--- src/rtl/riscv_ctrl_pkg.sv ---
// Shared encodings for the pipeline control path: jump/branch types,
// next-PC mux selects and 2-bit predictor counter states.
package riscv_ctrl_pkg;

    // ex_j_type encodings
    localparam logic [1:0] J_NONE = 2'b00;
    localparam logic [1:0] JAL    = 2'b01;
    localparam logic [1:0] JAL_R  = 2'b10;
    localparam logic [1:0] BRANCH = 2'b11;

    // ex_branch_t encodings
    localparam logic [1:0] BEQ = 2'b00;
    localparam logic [1:0] BNE = 2'b01;
    localparam logic [1:0] BLT = 2'b10;
    localparam logic [1:0] BGE = 2'b11;

    // pc_sel encodings
    localparam logic [1:0] PCS_SEQ   = 2'b00;  // PC+4
    localparam logic [1:0] PCS_ID    = 2'b01;  // ID branch target
    localparam logic [1:0] PCS_EX    = 2'b10;  // EX target
    localparam logic [1:0] PCS_EXSEQ = 2'b11;  // EX PC+4

    // 2-bit saturating counter states
    localparam logic [1:0] CTR_SNT = 2'b00;
    localparam logic [1:0] CTR_WNT = 2'b01;
    localparam logic [1:0] CTR_WT  = 2'b10;
    localparam logic [1:0] CTR_ST  = 2'b11;

    // Saturating step of a 2-bit counter towards taken (up) or not-taken.
    function automatic logic [1:0] ctr_step(input logic [1:0] cur, input logic up);
        logic [1:0] nxt;
        nxt = cur;
        if (up && cur != CTR_ST)
            nxt = cur + 2'd1;
        else if (!up && cur != CTR_SNT)
            nxt = cur - 2'd1;
        return nxt;
    endfunction

endpackage

--- src/rtl/bp_table.sv ---
// Branch history table: 2^IDX_W two-bit saturating counters, one async
// read port and one saturating inc/dec write port. Reads see the old value
// when the write index matches (the write lands at the edge).
module bp_table
    import riscv_ctrl_pkg::*;
#(
    parameter int IDX_W = 4
) (
    input  logic             clk,
    input  logic             rst_n,
    input  logic [IDX_W-1:0] rd_idx_i,
    output logic [1:0]       rd_ctr_o,
    input  logic             wr_en_i,
    input  logic [IDX_W-1:0] wr_idx_i,
    input  logic             wr_up_i
);

    localparam int NENT = 1 << IDX_W;

    logic [NENT-1:0][1:0] tbl_q;

    assign rd_ctr_o = tbl_q[rd_idx_i];

    // Counter array: all entries weakly not-taken out of reset.
    always_ff @(posedge clk or negedge rst_n) begin
        if (!rst_n) begin
            for (int i = 0; i < NENT; i++)
                tbl_q[i] <= CTR_WNT;
        end else if (wr_en_i) begin
            tbl_q[wr_idx_i] <= ctr_step(tbl_q[wr_idx_i], wr_up_i);
        end
    end

endmodule

--- src/rtl/branch_predict_ctrl.sv ---
// gshare branch predictor and redirect controller. Predicts in ID, resolves
// in EX, drives the next-PC select and IF/ID, ID/EX flushes, and counts
// resolved branches and mispredictions.
module branch_predict_ctrl
    import riscv_ctrl_pkg::*;
#(
    parameter int IDX_W = 4,
    parameter int XLEN  = 32,
    parameter int CNT_W = 16
) (
    input  logic             clk,
    input  logic             rst_n,
    input  logic             stall,
    input  logic             id_valid,
    input  logic             id_is_branch,
    input  logic [XLEN-1:0]  id_pc,
    output logic             pred_taken,
    input  logic             ex_valid,
    input  logic [1:0]       ex_j_type,
    input  logic [1:0]       ex_branch_t,
    input  logic             ex_zero,
    input  logic             ex_sign,
    output logic [1:0]       pc_sel,
    output logic             flush_if_id,
    output logic             flush_id_ex,
    input  logic             perf_clr,
    output logic [CNT_W-1:0] br_cnt,
    output logic [CNT_W-1:0] mispred_cnt
);

    logic [IDX_W-1:0] ghr_q, ghr_d;
    logic [IDX_W-1:0] idx_q, idx_d;
    logic             pred_q, pred_d;
    logic             br_q, br_d;
    logic [CNT_W-1:0] br_cnt_q, br_cnt_d;
    logic [CNT_W-1:0] mis_cnt_q, mis_cnt_d;

    logic [IDX_W-1:0] id_idx;
    logic [1:0]       rd_ctr;
    logic             act;
    logic             upd;

    logic sig_unused;
    assign sig_unused = ^{id_pc[XLEN-1:IDX_W+2], id_pc[1:0]};

    assign id_idx     = id_pc[IDX_W+1:2] ^ ghr_q;
    assign pred_taken = id_valid & id_is_branch & rd_ctr[1];
    assign upd        = ex_valid & (ex_j_type == BRANCH) & br_q & ~stall;

    assign br_cnt      = br_cnt_q;
    assign mispred_cnt = mis_cnt_q;

    bp_table #(.IDX_W(IDX_W)) u_bht (
        .clk      (clk),
        .rst_n    (rst_n),
        .rd_idx_i (id_idx),
        .rd_ctr_o (rd_ctr),
        .wr_en_i  (upd),
        .wr_idx_i (idx_q),
        .wr_up_i  (act)
    );

    // Actual branch outcome from the EX compare flags.
    always_comb begin
        act = 1'b0;
        case (ex_branch_t)
            BEQ: act = ex_zero;
            BNE: act = ~ex_zero;
            BLT: act = ex_sign;
            BGE: act = ~ex_sign;
            default: act = 1'b0;
        endcase
    end

    // Redirect priority: EX jump/mispredict beats an ID predicted-taken.
    always_comb begin
        pc_sel      = PCS_SEQ;
        flush_if_id = 1'b0;
        flush_id_ex = 1'b0;
        if (rst_n && !stall) begin
            if (ex_valid && (ex_j_type == JAL || ex_j_type == JAL_R)) begin
                pc_sel      = PCS_EX;
                flush_if_id = 1'b1;
                flush_id_ex = 1'b1;
            end else if (ex_valid && ex_j_type == BRANCH && act && !pred_q) begin
                pc_sel      = PCS_EX;
                flush_if_id = 1'b1;
                flush_id_ex = 1'b1;
            end else if (ex_valid && ex_j_type == BRANCH && !act && pred_q) begin
                pc_sel      = PCS_EXSEQ;
                flush_if_id = 1'b1;
                flush_id_ex = 1'b1;
            end else if (pred_taken) begin
                pc_sel      = PCS_ID;
                flush_if_id = 1'b1;
            end
        end
    end

    // Next state for GHR, ID->EX tracking and perf counters.
    always_comb begin
        ghr_d     = ghr_q;
        idx_d     = idx_q;
        pred_d    = pred_q;
        br_d      = br_q;
        br_cnt_d  = br_cnt_q;
        mis_cnt_d = mis_cnt_q;
        if (!stall) begin
            if (flush_id_ex) begin
                idx_d  = '0;
                pred_d = 1'b0;
                br_d   = 1'b0;
            end else begin
                idx_d  = id_idx;
                pred_d = pred_taken;
                br_d   = id_valid & id_is_branch;
            end
        end
        if (upd) begin
            ghr_d = {ghr_q[IDX_W-2:0], act};
            if (br_cnt_q != '1)
                br_cnt_d = br_cnt_q + 1'b1;
            if (act != pred_q && mis_cnt_q != '1)
                mis_cnt_d = mis_cnt_q + 1'b1;
        end
        if (perf_clr) begin
            br_cnt_d  = '0;
            mis_cnt_d = '0;
        end
    end

    // State registers.
    always_ff @(posedge clk or negedge rst_n) begin
        if (!rst_n) begin
            ghr_q     <= '0;
            idx_q     <= '0;
            pred_q    <= 1'b0;
            br_q      <= 1'b0;
            br_cnt_q  <= '0;
            mis_cnt_q <= '0;
        end else begin
            ghr_q     <= ghr_d;
            idx_q     <= idx_d;
            pred_q    <= pred_d;
            br_q      <= br_d;
            br_cnt_q  <= br_cnt_d;
            mis_cnt_q <= mis_cnt_d;
        end
    end

endmodule

--- config.mk ---
export PLATFORM = sky130hd
export DESIGN_NAME = branch_predict_ctrl
export DESIGN_NICKNAME = d
export VERILOG_FILES = /design/src/rtl/riscv_ctrl_pkg.sv /design/src/rtl/bp_table.sv /design/src/rtl/branch_predict_ctrl.sv
export SDC_FILE = /design/constraint.sdc
export NUM_CORES = 1
export LEC_CHECK = 0
export BUFFER_PORTS_ARGS = -buffer_cell sky130_fd_sc_hd__buf_2
export CORE_ASPECT_RATIO = 0.75
export CORE_MARGIN = 1
export CORE_UTILIZATION = 50
export CTS_BUF_LIST = sky130_fd_sc_hd__clkbuf_4 sky130_fd_sc_hd__clkbuf_8 sky130_fd_sc_hd__clkbuf_16
export CTS_CLUSTER_DIAMETER = 30
export DETAILED_ROUTE_END_ITERATION = 6
export PLACE_DENSITY = 0.76
export SYNTH_ARGS = -nofsm -noshare
export SYNTH_HDL_FRONTEND = slang
export SYNTH_HIERARCHICAL = 1
export SYNTH_SLANG_ARGS = --single-unit
--- constraint.sdc ---
create_clock -name clk -period 2.65 [get_ports clk]
set_input_delay 0.3975 -clock clk [delete_from_list [all_inputs] [get_ports clk]]
set_output_delay 0.3975 -clock clk [all_outputs]
set_load 0.02 [all_outputs]
Word-level counts from Yosys, hierarchy flattened. Cells that the tools add are included.

Output and inout bits: 37. Register bits: 74.

Add/subtract/negate cells: 4. Reduce and logical (&&, ||, !) cells: 22. Mux-type cells: 34. Bitwise operators: 9. $lt $le $gt $ge: 3. Eq/ne operators: 10.

Operator list (number): $mux 16 (6); $add 16x1->16 const B (2); $bwmux 32 (1); $ne 16x16->1 const B (2); $mux 2 (10); $bmux 2 s4 (2); $mux 1 (12); $logic_and 1x1->1 (11); $lt 4x5->1 const B (2); $demux 2 s4 (1); $eq 2x2->1 const B (4); $reduce_bool 2->1 (4); $and 1x1->1 (5); $eq 2x1->1 const B (2); $ge 4x1->1 const B (1); $mux 4 (1); $pmux 1 s4 (1); $reduce_and 2->1 (2); $xor 4x4->4 (1); $logic_not 1->1 (3); $not 1->1 (3); $add 2x1->2 const B (1); $logic_not 2->1 (1); $ne 2x2->1 const B (1); 3 further kinds (3).

Depth between registers and ports, before layout. Gate-level depths: netlist of the first run.

Word-level depth: 10. Depth in mapped cells: 13.

By module. The synthesis of the first run kept the hierarchy.

By module, submodules not included: branch_predict_ctrl (sequential area each 1051.0 um^2, cells each 244, area each 2296.0 um^2, instances 1); bp_table (sequential area each 820.8 um^2, cells each 158, area each 2015.7 um^2, instances 1).

Least setup slack after synthesis of the first run. Ideal clock, no wire load.

Path type: register to register. From: reg idx_q[0]. To: reg u_bht/tbl_q[17] in the netlist's numbering. Buffers on the path: 2. Data required time: 2555 ps. Arrival time: 2635 ps. Cell stages (with the launch flop): 11. Slack: -80 ps. Cell sequence: dfrtp_1 > buf_6 > mux4_1 > mux2_2 > nand2_1 > o21a_1 > ha_1 > or3_1 > and3_1 > buf_2 > o31ai_1.

Word-level cells in the longest chain between the ends: 8. Elaborated cells on any way between the ends: 17. Those cells by class: add/sub (2); order compare (2); eq/ne (1); mux (8); reduce/logical (4).

Ends and longest elaborated chain: start, declared (RTL line branch_predict_ctrl.sv:32) `logic [IDX_W-1:0] idx_q, idx_d;`; start signal, assigned (RTL line branch_predict_ctrl.sv:143) `idx_q <= idx_d;`; parallel branches: the longest is 7 deep, another holds $sub 2x1->2; $bwmux 32 * (RTL line bp_table.sv:30) `tbl_q[wr_idx_i] <= ctr_step(tbl_q[wr_idx_i], wr_up_i);`; end signal, assigned by index (RTL line bp_table.sv:30); end, declared (RTL line bp_table.sv:20) `logic [NENT-1:0][1:0] tbl_q;`.

Mark *: on every way between the ends. The select of a mux whose other input is x is not followed. A chain may end at the register's enable or synchronous reset.

Final worst setup path of the first run.
From: reg ghr_q[0]. To: out flush_if_id.

Word-level cells in the longest chain between the ends: 9.

Ends and longest elaborated chain: start, declared (RTL line branch_predict_ctrl.sv:31) `logic [IDX_W-1:0] ghr_q, ghr_d;`; start signal, assigned (RTL line branch_predict_ctrl.sv:142) `ghr_q <= ghr_d;`; $xor 4x4->4 (RTL line branch_predict_ctrl.sv:46) `assign id_idx = id_pc[IDX_W+1:2] ^ ghr_q;`; named net id_idx[0] (RTL line branch_predict_ctrl.sv:38) `logic [IDX_W-1:0] id_idx;`; $bmux 2 s4 (RTL line bp_table.sv:22) `assign rd_ctr_o = tbl_q[rd_idx_i];`; $mux 2 (implied by the code) (RTL line bp_table.sv:22); named net rd_ctr[1] (RTL line branch_predict_ctrl.sv:39) `logic [1:0] rd_ctr;`; $and 1x1->1 (RTL line branch_predict_ctrl.sv:47) `assign pred_taken = id_valid & id_is_branch & rd_ctr[1];`; $mux 1 (RTL line branch_predict_ctrl.sv:93) `end else if (pred_taken) begin`; $mux 1 (RTL line branch_predict_ctrl.sv:89) `end else if (ex_valid && ex_j_type == BRANCH && !act && pred_q) begin`; $mux 1 (RTL line branch_predict_ctrl.sv:85) `end else if (ex_valid && ex_j_type == BRANCH && act && !pred_q) begin`; $mux 1 (RTL line branch_predict_ctrl.sv:81) `if (ex_valid && (ex_j_type == JAL || ex_j_type == JAL_R)) begin`; $mux 1 (RTL line branch_predict_ctrl.sv:80) `if (rst_n && !stall) begin`; end, declared (RTL line branch_predict_ctrl.sv:24) `output logic flush_if_id,`.

The timed path passes the listed nets, and every way through them passes these cells. The select of a mux whose other input is x is not followed.

==> metrics list, run 1 <==
* Total power consumption of the routed design: 2670 uW
- Worst vdd rail ir drop: 0.000278 V
- Worst endpoint required time: 2.25 ns
* Die outline height: 81.4 um
- The critical path starts at ghr_q[0].
- Syn nets: 447
* Post-route worst setup slack: -0.284 ns
* Global-route usage over all layers: 23.7%
* Slew Limit Fails: 0
- Worst Path Arrival: 2.54 ns
- Setup-violating endpoint count in the final report: 19
* Slew at the pin closest to its max-slew limit: 0.642 ns
- Met1 wire length: 4520 um
- Diode count: 0
* Clock buffer count from CTS: 9
- Prior to clock tree synthesis, the placed netlist has a worst setup slack of -0.319 ns.
- Topmost layer with routed signal wires: met4
- For this run, the top clock speed supported by timing is 341 MHz.
* Global-route wire length before repair: 15,700 um
- Gp weighted congestion: 0.856
- Initial standard-cell utilization of the core: 52.3%
* Status: finished with violations
- The via count of the first global-routing pass was 3,080.
- Cells with a size suffix above 1 make up 39.5% of the layout.
- Summed over all cells, the static leakage comes to 0.00230 uW.
* Final design utilization: 64.8%
- Ports: 82
- Fin crit share: 111%
- Mean Syn Cell Area: 10.6 sq um
- CTS clk-pin slew, worst paths: 0.08 ns
- Highest net fanout along the worst path: 5
- Full die area: 0.00877 sq mm
- Minimum period implied by the final worst setup slack: 2.93 ns
- The clock net in this run drives a total of 74 sinks.
- Area taken by flip-flops and latches: 0.00187 sq mm
* Later-pin clock latency in the skew report: 0.35 ns
- In this run the core area contains 28 standard-cell rows.
- Startpoint Class: flop
- Port buffering added 53 buffers.
- Entering global routing, the biggest net connects 43 pins.
* Violated checks: setup timing
* Initial antenna violation count: 0
* Setup repair after global routing missed its margin: true
- Area growth, synth to finish: 23.9%
- H-Tree Level Count: 3
- Worst reg2reg path startpoint: idx_q[0]
- For this block, the routed nets add up to 9930 um of wire.
* Number of standard cells after synthesis: 397
- Placed wire-length estimate: 6660 um
- The worst setup path is captured at a primary output.
- Final hold violations: 0
- Detailed route wirelength on metal2: 4630 um
- Hold slack final: 0.332 ns
* P per Cell Area: 513 mW/mm^2
- The floorplan step defined a core boundary enclosing 0.00802 sq mm.
* Final-stage net count: 523
- Launch instance of the worst min-delay path: id_is_branch
- In the final routed layout, each cell accounts on average for 17.0 um.
* Remaining global-route overflow: 0
* Area taken by multi-input logic gates: 0.00244 sq mm
- Post-DR vias/cell: 5.71
* CTS max path bufs: 2
- TritonCTS clock tree: built
- Routed met3 length: 677 um
- CTS placed an instance of sky130_fd_sc_hd__clkbuf_8 at the clock tree root.
- The critical path is of the flop to primary output type.
- The first routing iteration left 170 violations.
* DRC Markers: 0
* Yosys warns: 6
- Relative slew slack: 57.1%
- FF-to-FF setup slack: -0.20 ns
- After filler insertion, the fill cell instance count of the layout stands at 623.
* Worst hold path type: input port to flop
* TritonRoute pass-1 iters: 5
* Area of the mapped netlist: 0.00420 sq mm
* Routed via count: 3,330
- Post-route antenna net violation count: 0
* Maximum clock skew at final layout: 0.0101 ns
- Max cap viols: 0
- Die Width: 108 um
[critical path, cell delays in order (launching register included)]
cell	delay, ns
sky130_fd_sc_hd__dfrtp_1	0.39
sky130_fd_sc_hd__xor2_1	0.14
sky130_fd_sc_hd__buf_4	0.19
sky130_fd_sc_hd__mux4_2	0.52
sky130_fd_sc_hd__mux4_2	0.51
sky130_fd_sc_hd__nand3_2	0.09
sky130_fd_sc_hd__a21o_1	0.13
sky130_fd_sc_hd__o21ai_1	0.06
sky130_fd_sc_hd__buf_2	0.16
[cell usage in the layout, fill, tap and decap left out, drive strengths merged, types with 2 or more instances in the layout]
master,count
nand2b,3
clkinvlp,2
nand3,18
ha,5
nor4,7
o31ai,9
nand4,9
xnor2,21
o211ai,3
nor3,17
nand2,41
mux2,26
nand3b,4
o2111ai,2
inv,7
xor2,16
dfrtp,58
or2,3
clkbuf,12
o21ai,6
and3,4
mux4,11
o21a,3
mux2i,8
and4,5
nor2,50
or3,3
buf,82
a21oi,5
nor2b,7
dfstp,16
[layer usage]
layer  vias to the layer above  GRT usage (%)
li1                       1567              -
met1                      1643           33.9
met2                       111           36.7
met3                         9           4.65
met4                         0           7.53
met5                         -              0
[state kept, by name, indices dropped and copies added (netlist names)]
name         flops
br_cnt          16
ghr_q            4
br_q             1
u_bht/tbl_q     32
mispred_cnt     16
idx_q            4
pred_q           1
[final timing paths]
kind | to | cells past startpoint
worst max register to register | u_bht/tbl_q[27] | 8
worst max-delay path | flush_if_id | 8
max in group asynchronous | idx_q[0] | 4
worst min register to register | br_q | 2
worst min-delay path | br_q | 3
min in group asynchronous | pred_q | 2
[final cells by class]
class,count,area share (%)
clock buffers,12,3.06
clock inverters,4,0.962
inverters,7,0.505
multi-input cells,298,47.0
flip-flops and latches,74,36.0
well taps,105,2.53
repair buffers,83,9.94
[power by group]
part / total (uW) / leakage (uW) / switching, uW / internal [uW]
logic: 527 / 0.00124 / 286 / 240
registers: 1220 / 0.000961 / 48.6 / 1170
clock network: 920 / 0.000102 / 424 / 496
total: 2670 / 0.00230 / 759 / 1910
[per-stage QoR]
step                std cells  setup TNS, ns  area (sq um)
floorplan                 397        -0.0786          4210
finish                    583          -3.15          5200
global placement          560          -4.82          4670
CTS                       581          -1.89          5060
detailed placement        560          -7.31          4670
global route              583          -5.19          5200
[repair_timing]
action,in CTS,in global routing
endpoints found under the hold margin,1,0
setup endpoints to repair,35,35
pin swaps,16,5
hold buffers,1,0
setup buffers,4,2
gates resized for setup,31,26
(Power assumes the default switching activity.)
==> run 2, diff against run 1 <==
--- a/config.mk
+++ b/config.mk
@@ -8,11 +8,11 @@
 export BUFFER_PORTS_ARGS = -buffer_cell sky130_fd_sc_hd__buf_2
 export CORE_ASPECT_RATIO = 0.75
 export CORE_MARGIN = 1
-export CORE_UTILIZATION = 50
+export CORE_UTILIZATION = 45
 export CTS_BUF_LIST = sky130_fd_sc_hd__clkbuf_4 sky130_fd_sc_hd__clkbuf_8 sky130_fd_sc_hd__clkbuf_16
 export CTS_CLUSTER_DIAMETER = 30
 export DETAILED_ROUTE_END_ITERATION = 6
-export PLACE_DENSITY = 0.76
+export PLACE_DENSITY = 0.7
 export SYNTH_ARGS = -nofsm -noshare
 export SYNTH_HDL_FRONTEND = slang
 export SYNTH_HIERARCHICAL = 1
==> run 2 against run 1 <==
  * Count of clock-buffer cells in the layout fell by 2
  * First-iteration DRC count rose by 52%
  * Critical path depth did not move
  * Sequential power barely moved
  * Sequential share of layout area fell by 0.22 points
  * Via count fell by 1.7%
  * Highest routed layer unchanged
  * The run still ends with setup timing left
  * Worst setup slack improved by 0.0025 ns
  * Die area rose by 11%
  * Wire length fell by 5.2%
==> metrics list, run 2 (synthesis results as in run 1) <==
- Max cap viols: 0 (unchanged)
* Aggregate routed wire length: 9420 um (-5.2%)
* Setup-violating endpoint count in the final report: 27 (+8)
* Post-route antenna net violation count: 0 (unchanged)
* TritonRoute pass-1 iters: 4 (-1)
- The total vias in the final route was 3,274 (-1.7%).
- Portion of total power attributed to sequential cells: 42.8% (-3.0 points)
- The share of the core filled with cells in the final layout came to 57.9% (-7.0 points).
- The internal portion of total power is 2050 uW (+7.4%).
- Placement Rows: 30 (+7.1%)
- Worst Hold Path EP: br_q
- CP max stage delay: 0.53 ns (about the same)
* Setup repair after global routing missed its margin: true
* Power share of the clock group: 39.7% (+5.2 points)
* Ports: 82 (unchanged)
- The via count of the first global-routing pass came to 3,101 (+0.68%).
- The startpoint identified for the worst hold timing path is id_is_branch.
- The cell count of the worst hold path came to 3 (unchanged).
- Worst reg2reg path startpoint: idx_q[0]
* Violated checks: setup timing
* Worst reg-to-reg path cell count: 10 (+2)
- The number of vias per cell is 5.45 (-4.6%).
- Final hold violations: 0 (unchanged)
- The total number of H-tree levels came to 3 (unchanged).
* Fin crit share: 111% (about the same)
- The share of power burned in combinational logic is 17.5% (-2.2 points).
- Gp weighted congestion: 0.811 (-5.2%)
- The tightest min-delay check is of the input port to flop type.
- The clock buffer count from CTS was 9 (unchanged).
- DRC Markers: 0 (unchanged)
* Slew at the pin closest to its max-slew limit: 0.880 ns (+0.238 ns)
* Commonest cells after routing, fill and taps aside: sky130_fd_sc_hd__dfrtp_1 (56), sky130_fd_sc_hd__buf_2 (51), sky130_fd_sc_hd__nor2_1 (49)
- The worst register-to-register path ends at u_bht/tbl_q[9].
- CTS clk-pin slew, worst paths: 0.06 ns (-0.02 ns)
- The number of nets at the end of the flow came to 518 (-0.96%).
* Initial standard-cell utilization of the core: 46.4% (-5.9 points)
* Count of buffers from port buffering: 53 (unchanged)
* Register containing the most flip-flops in the final layout: u_bht/tbl_q
* Minimum period implied by the final worst setup slack: 2.93 ns (-0.00248 ns)
- CTS max path bufs: 2 (unchanged)
- TritonCTS built the clock tree.
- The global-route total usage across every layer was 20.6% (-3.1 points).
- Status: finished with violations
- Placed wire-length estimate: 6430 um (-3.4%)
- The final worst hold slack came to 0.349 ns (+0.0169 ns).
* Startpoint Class: flop
* Net switching share of the total power: 28.1% (-0.36 points)
- The worst-case register-to-register setup slack came to -0.11 ns (+0.09 ns).
- Clock root cell: sky130_fd_sc_hd__clkbuf_16
- Ratio of cells with drive above 1 in the final layout: 38.3% (-1.3 points)
- The initial antenna violation count was 0 (unchanged).
* Global-route wire length before repair: 15,600 um (-0.75%)
* Worst endpoint required time: 2.25 ns (about the same)
- Worst vdd rail ir drop: 0.000301 V (+8.0%)
* Full die area: 0.00973 sq mm (+11%)
- Cell Chain, Critical Path: xor2_1, buf_4, mux4_2, mux4_2, nand3_2, a21o_1, o21ai_1, buf_4
- The switching power total was 801 uW (+5.5%).
* Critical Path Slowest Stage Cell: sky130_fd_sc_hd__mux4_2
- Die outline height: 85.7 um (+5.3%)
* Summed negative setup slack over all endpoints: -2.52 ns (+0.624 ns)
* CP Class: flop to primary output
- Highest Clock Rate: 341 MHz (about the same)
- Wire per inst: 15.7 um (-8.0%)
* Remaining global-route overflow: 0 (unchanged)
- Initial DRC Count: 259 (+52%)
- From synthesis to final layout, the design area changed by 24.6%.
- Maximum clock skew at final layout: 0.0108 ns (+0.000726 ns)
- Slew Limit Fails: 0 (unchanged)
- P per Cell Area: 545 mW/mm^2 (+6.2%)
- The die extent in x came to 114 um (+5.3%).
- Highest net fanout along the worst path: 5 (unchanged)
- The static leakage was 0.00231 uW (+0.34%).
- The count of clock tree sinks was 74 (unchanged).
- The library cell used most frequently in the layout, excluding fill and tap cells, is sky130_fd_sc_hd__dfrtp_1.
- STA classifies the critical path endpoint as a primary output.
* Worst setup slack before clock tree synthesis: -0.330 ns (-0.0106 ns)
- Largest net degree at the start of global routing: 67 (+56%)
- The minimum setup slack in the final design was -0.282 ns (+0.00248 ns).
- Floorplan core area: 0.00905 sq mm (+13%)
- The cell area after placement is 0.00467 sq mm (+0.13%).
- The final design instance area without fill is 0.00523 sq mm (+0.63%).
- Later-pin clock latency in the skew report: 0.34 ns (about the same)
* Diode count: 0 (unchanged)
- Worst Path Arrival: 2.53 ns (about the same)
- The number of flip-flops under the largest register name is 32 (unchanged).
- The headroom to the max-slew limit is 41.1% (-16 points).
[run 2: layer usage]
metal	vias up	routed length, um	global-route usage [%]
met3	10	448	4.73
met2	83	4240	30.3
li1	1561	-	-
met5	-	0	0
met4	0	141	5.74
met1	1620	4590	30.5
[run 2: worst max path at each step]
stage / slack, ns / start / end / depth (start not counted)
6_report: -0.28 / ghr_q[0] / flush_if_id / 8
5_1_grt: -0.42 / ghr_q[0] / flush_if_id / 8
4_1_cts: -0.30 / ghr_q[0] / flush_if_id / 8
3_5_place_dp: -0.33 / idx_q[0] / u_bht/tbl_q[26] / 9
3_3_place_gp: -0.25 / idx_q[0] / u_bht/tbl_q[21] / 8
2_1_floorplan: -0.02 / idx_q[0] / u_bht/tbl_q[19] / 10
[run 2: cell type report]
type | instances | area [sq um]
fill | 729 | 3810
multi-input combinational | 298 | 2420
sequential | 74 | 1870
timing repair buffer | 78 | 475
clock buffer | 10 | 233
tap | 128 | 160
clock inverter | 6 | 42.5
inverter | 7 | 26.3
[run 2: worst max-delay path, delay by kind of cell (launching register included)]
kind / cells / cell delay, ns
AOI/OAI and AO/OA: 2 / 0.19
buffers and inverters: 2 / 0.35
DFF: 1 / 0.39
xor gates and xnor gates: 1 / 0.14
and+or+nand+nor: 1 / 0.09
muxes: 2 / 1.04
[run 2: repair_timing]
action                                 4_1_cts  5_1_grt
setup buffers                                3        2
gates cloned                                 0        0
setup endpoints to repair                   35       35
hold buffers                                 1        0
endpoints found under the hold margin        8        0
gates resized for setup                     29       21
pin swaps                                   15        4
[run 2: through the flow]
step                      total power, uW  std cells
after detailed placement             1640        580
after global routing                 2970        601
after global placement               1630        580
after CTS                            2830        600
final                                2850        601
after floorplan                      1510        397
[run 2: power groups by stage]
stage	clock (uW)	combinational [uW]	sequential, uW
2_1_floorplan	0	292	1210
3_3_place_gp	0	391	1230
3_5_place_dp	0	401	1240
4_1_cts	1160	458	1220
5_1_grt	1200	541	1230
6_report	1130	499	1220
==> run 3, diff against run 2 <==
--- a/config.mk
+++ b/config.mk
@@ -6,13 +6,13 @@
 export NUM_CORES = 1
 export LEC_CHECK = 0
 export BUFFER_PORTS_ARGS = -buffer_cell sky130_fd_sc_hd__buf_2
-export CORE_ASPECT_RATIO = 0.75
+export CORE_ASPECT_RATIO = 2
 export CORE_MARGIN = 1
 export CORE_UTILIZATION = 45
 export CTS_BUF_LIST = sky130_fd_sc_hd__clkbuf_4 sky130_fd_sc_hd__clkbuf_8 sky130_fd_sc_hd__clkbuf_16
 export CTS_CLUSTER_DIAMETER = 30
 export DETAILED_ROUTE_END_ITERATION = 6
-export PLACE_DENSITY = 0.7
+export PLACE_DENSITY = 0.67
 export SYNTH_ARGS = -nofsm -noshare
 export SYNTH_HDL_FRONTEND = slang
 export SYNTH_HIERARCHICAL = 1
==> constraint.sdc (replaced) <==
create_clock -name clk -period 3.2 [get_ports clk]
set_input_delay 0.48 -clock clk [delete_from_list [all_inputs] [get_ports clk]]
set_output_delay 0.48 -clock clk [all_outputs]
set_load 0.02 [all_outputs]
==> run 3 against run 2 <==
  * Via count increased by 0.92%
  * Critical path depth unchanged
  * Largest power group unchanged
  * Worst setup slack better by 0.39 ns
  * Largest cell class unchanged
  * The flow now finishes without violations
  * Combinational power fell by 34%
==> metrics list, run 3 (synthesis results as in run 1) <==
* Number of sinks driven by the clock tree: 74 (unchanged)
- The post-place setup slack came to 0.00514 ns (+0.335 ns).
- Floorplan core area: 0.00901 sq mm (-0.37%)
- Die outline height: 139 um (+62%)
- H-Tree Level Count: 3 (unchanged)
- Slew Limit Fails: 0 (unchanged)
- TritonCTS built the clock tree.
- The tightest min-delay check is of the input port to flop type.
- The wire length per cell after detailed routing is 18.0 um (+15%).
- Placed Cells: 547 (-5.7%)
- Diode count: 0 (unchanged)
* Routed via count: 3,304 (+0.92%)
- The via count of the first global-routing pass was 3,426 (+10%).
* Highest Clock Rate: 324 MHz
- The half-perimeter wire length after placement came to 7660 um (+19%).
- Leaving out fill and tap cells, the most frequent cell in the layout is sky130_fd_sc_hd__dfrtp_1.
* Initial antenna violation count: 0 (unchanged)
* Worst vdd rail ir drop: 0.000324 V (+7.8%)
- The number of vias per cell was 5.83 (+7.0%).
- The number of setup violations in the final report came to 0 (-100%).
- The cell family contributing the most delay on the critical path is multiplexers.
- The library cells used most frequently in the layout, excluding fill and tap cells, are sky130_fd_sc_hd__dfrtp_1 (57), sky130_fd_sc_hd__buf_2 (52), sky130_fd_sc_hd__nor2_1 (49).
* Fin crit share: 96.5%
- The register with the most flip-flops in the final layout is u_bht/tbl_q.
- Among all stages on the critical path, the largest delay is contributed by sky130_fd_sc_hd__mux4_2.
- Initial DRC Count: 113 (-56%)
* CTS max path bufs: 2 (unchanged)
* Die Width: 70.3 um (-38%)
- The register area was 0.00187 sq mm (about the same).
- The register clock-pin slew on the reported worst setup and hold paths was 0.06 ns (about the same).
- For the finished layout, the period the worst path requires is 3.09 ns.
* Worst endpoint required time: 2.72 ns (+0.47 ns)
- The length of the first detailed-routing pass in iterations came to 4 (unchanged).
* Aggregate routed wire length: 10,200 um (+8.5%)
- The area taken by multi-input logic gates is 0.00220 sq mm (-9.1%).
- Clock root cell: sky130_fd_sc_hd__clkbuf_16
- Final hold violations: 0 (unchanged)
- Remaining global-route overflow: 0 (unchanged)
- The clock buffer count from CTS is 9 (unchanged).
- The minimum setup slack in the final design is 0.111 ns (+0.393 ns).
- Cell Chain, Critical Path: xor2_1, buf_4, mux4_2, mux4_2, nand3_2, a21o_1, o21ai_1, buf_2
- The headroom to the max-slew limit came to 41.0% (-0.12 points).
- Final-stage net count: 510 (-1.5%)
* Cell leakage power: 0.00225 uW (-2.4%)
- Later-pin clock latency in the skew report: 0.33 ns (about the same)
- Slew at the pin closest to its max-slew limit: 0.882 ns (+0.00183 ns)
- Max cap viols: 0 (unchanged)
* Worst Path Arrival: 2.61 ns (+0.08 ns)
- Post-route antenna net violation count: 0 (unchanged)
* Ports: 82 (unchanged)
- The routability-driven placement congestion ratio came to 0.883 (+8.9%).
- Highest net fanout along the worst path: 5 (unchanged)
- Most Frequent Cell on Critical Path: sky130_fd_sc_hd__mux4_2
* P per Cell Area: 478 mW/mm^2 (-12%)
- The total die area is 0.00974 sq mm (+0.20%).
- The port buffer count is 53 (unchanged).
- Type of element capturing the critical path: primary output
* Placement Rows: 49 (+63%)
* Largest net degree at the start of global routing: 42 (-37%)
- Startpoint Class: flop
* Maximum clock skew at final layout: 0.00665 ns (-0.00413 ns)
- The remaining design rule violation count came to 0 (unchanged).
* CP Class: flop to primary output
* Global-route usage over all layers: 22.4% (+1.8 points)
- The number of buffers and inverters on the critical path came to 2 (unchanged).
- Status: finished, final reports clean
* Global-route wire length before repair: 17,000 um (+9.0%)
- The fill cell instance count of the final layout was 797 (+9.3%).
* Ratio of cells with drive above 1 in the final layout: 32.3% (-6.0 points)
- The delay of the slowest cell on the worst path is 0.55 ns (+0.02 ns).
- The initial core utilization was 46.6% (+0.17 points).
- The non-filler instance count after layout came to 567 (-5.7%).
- Area growth, synth to finish: 17.3%
* Number of flip-flops under the largest register name: 32 (unchanged)
[run 3: per-stage QoR]
| step | util (%) | setup TNS [ns] | cell area [sq um] | power, uW | hold WS [ns] |
|---|---|---|---|---|---|
| 3_5_place_dp | 50.9 | 0 | 4590 | 1340 | 0.315 |
| 3_3_place_gp | 50.9 | 0 | 4590 | 1330 | 0.319 |
| 6_report | 54.7 | 0 | 4930 | 2350 | 0.454 |
| 4_1_cts | 54.4 | 0 | 4900 | 2360 | 0.441 |
| 5_1_grt | 54.7 | -0.00398 | 4930 | 2450 | 0.465 |
| 2_1_floorplan | - | 0 | 4200 | 1230 | 0.184 |
[run 3: repair_timing]
item                                    in CTS  in global routing
setup buffers                                0                  3
endpoints found under the setup margin       1                  4
endpoints found under the hold margin        4                  0
hold buffers                                 1                  0
gates resized for setup                      1                  2
[run 3: tightest hold or removal path, cell delays in order]
cell                      delay, ns
sky130_fd_sc_hd__buf_2         0.12
sky130_fd_sc_hd__nand2_1       0.06
sky130_fd_sc_hd__o31ai_1       0.08
[run 3: routing by layer]
| layer | wire length [um] | up-vias | global-route usage (%) |
|---|---|---|---|
| li1 | - | 1546 | - |
| met1 | 3720 | 1662 | 24.0 |
| met2 | 5940 | 77 | 42.3 |
| met3 | 278 | 19 | 3.56 |
| met4 | 274 | 0 | 8.84 |
| met5 | 0 | - | 0 |
[run 3: layout make-up]
cell class | instances | area share, %
flip-flops and latches | 74 | 38.0
inverters | 7 | 0.533
clock buffers | 11 | 5.00
clock inverters | 5 | 1.09
well taps | 102 | 2.59
repair buffers | 70 | 8.08
multi-input cells | 298 | 44.7
[run 3: final timing paths]
check	start	end	slack (ns)	depth (start not counted)
max	ghr_q[0]	flush_if_id	0.11	8
min	id_is_branch	br_q	0.45	3
max reg2reg	idx_q[0]	u_bht/tbl_q[17]	0.14	8
min reg2reg	ghr_q[3]	ghr_q[3]	0.51	2
max in group asynchronous	rst_n	u_bht/tbl_q[8]	1.50	4
min in group asynchronous	rst_n	br_cnt[1]	0.52	2
[run 3: report_power, final]
part | total, uW | switching (uW) | internal [uW]
clock | 1010 | 381 | 630
combinational | 329 | 185 | 144
sequential | 1010 | 42.1 | 973
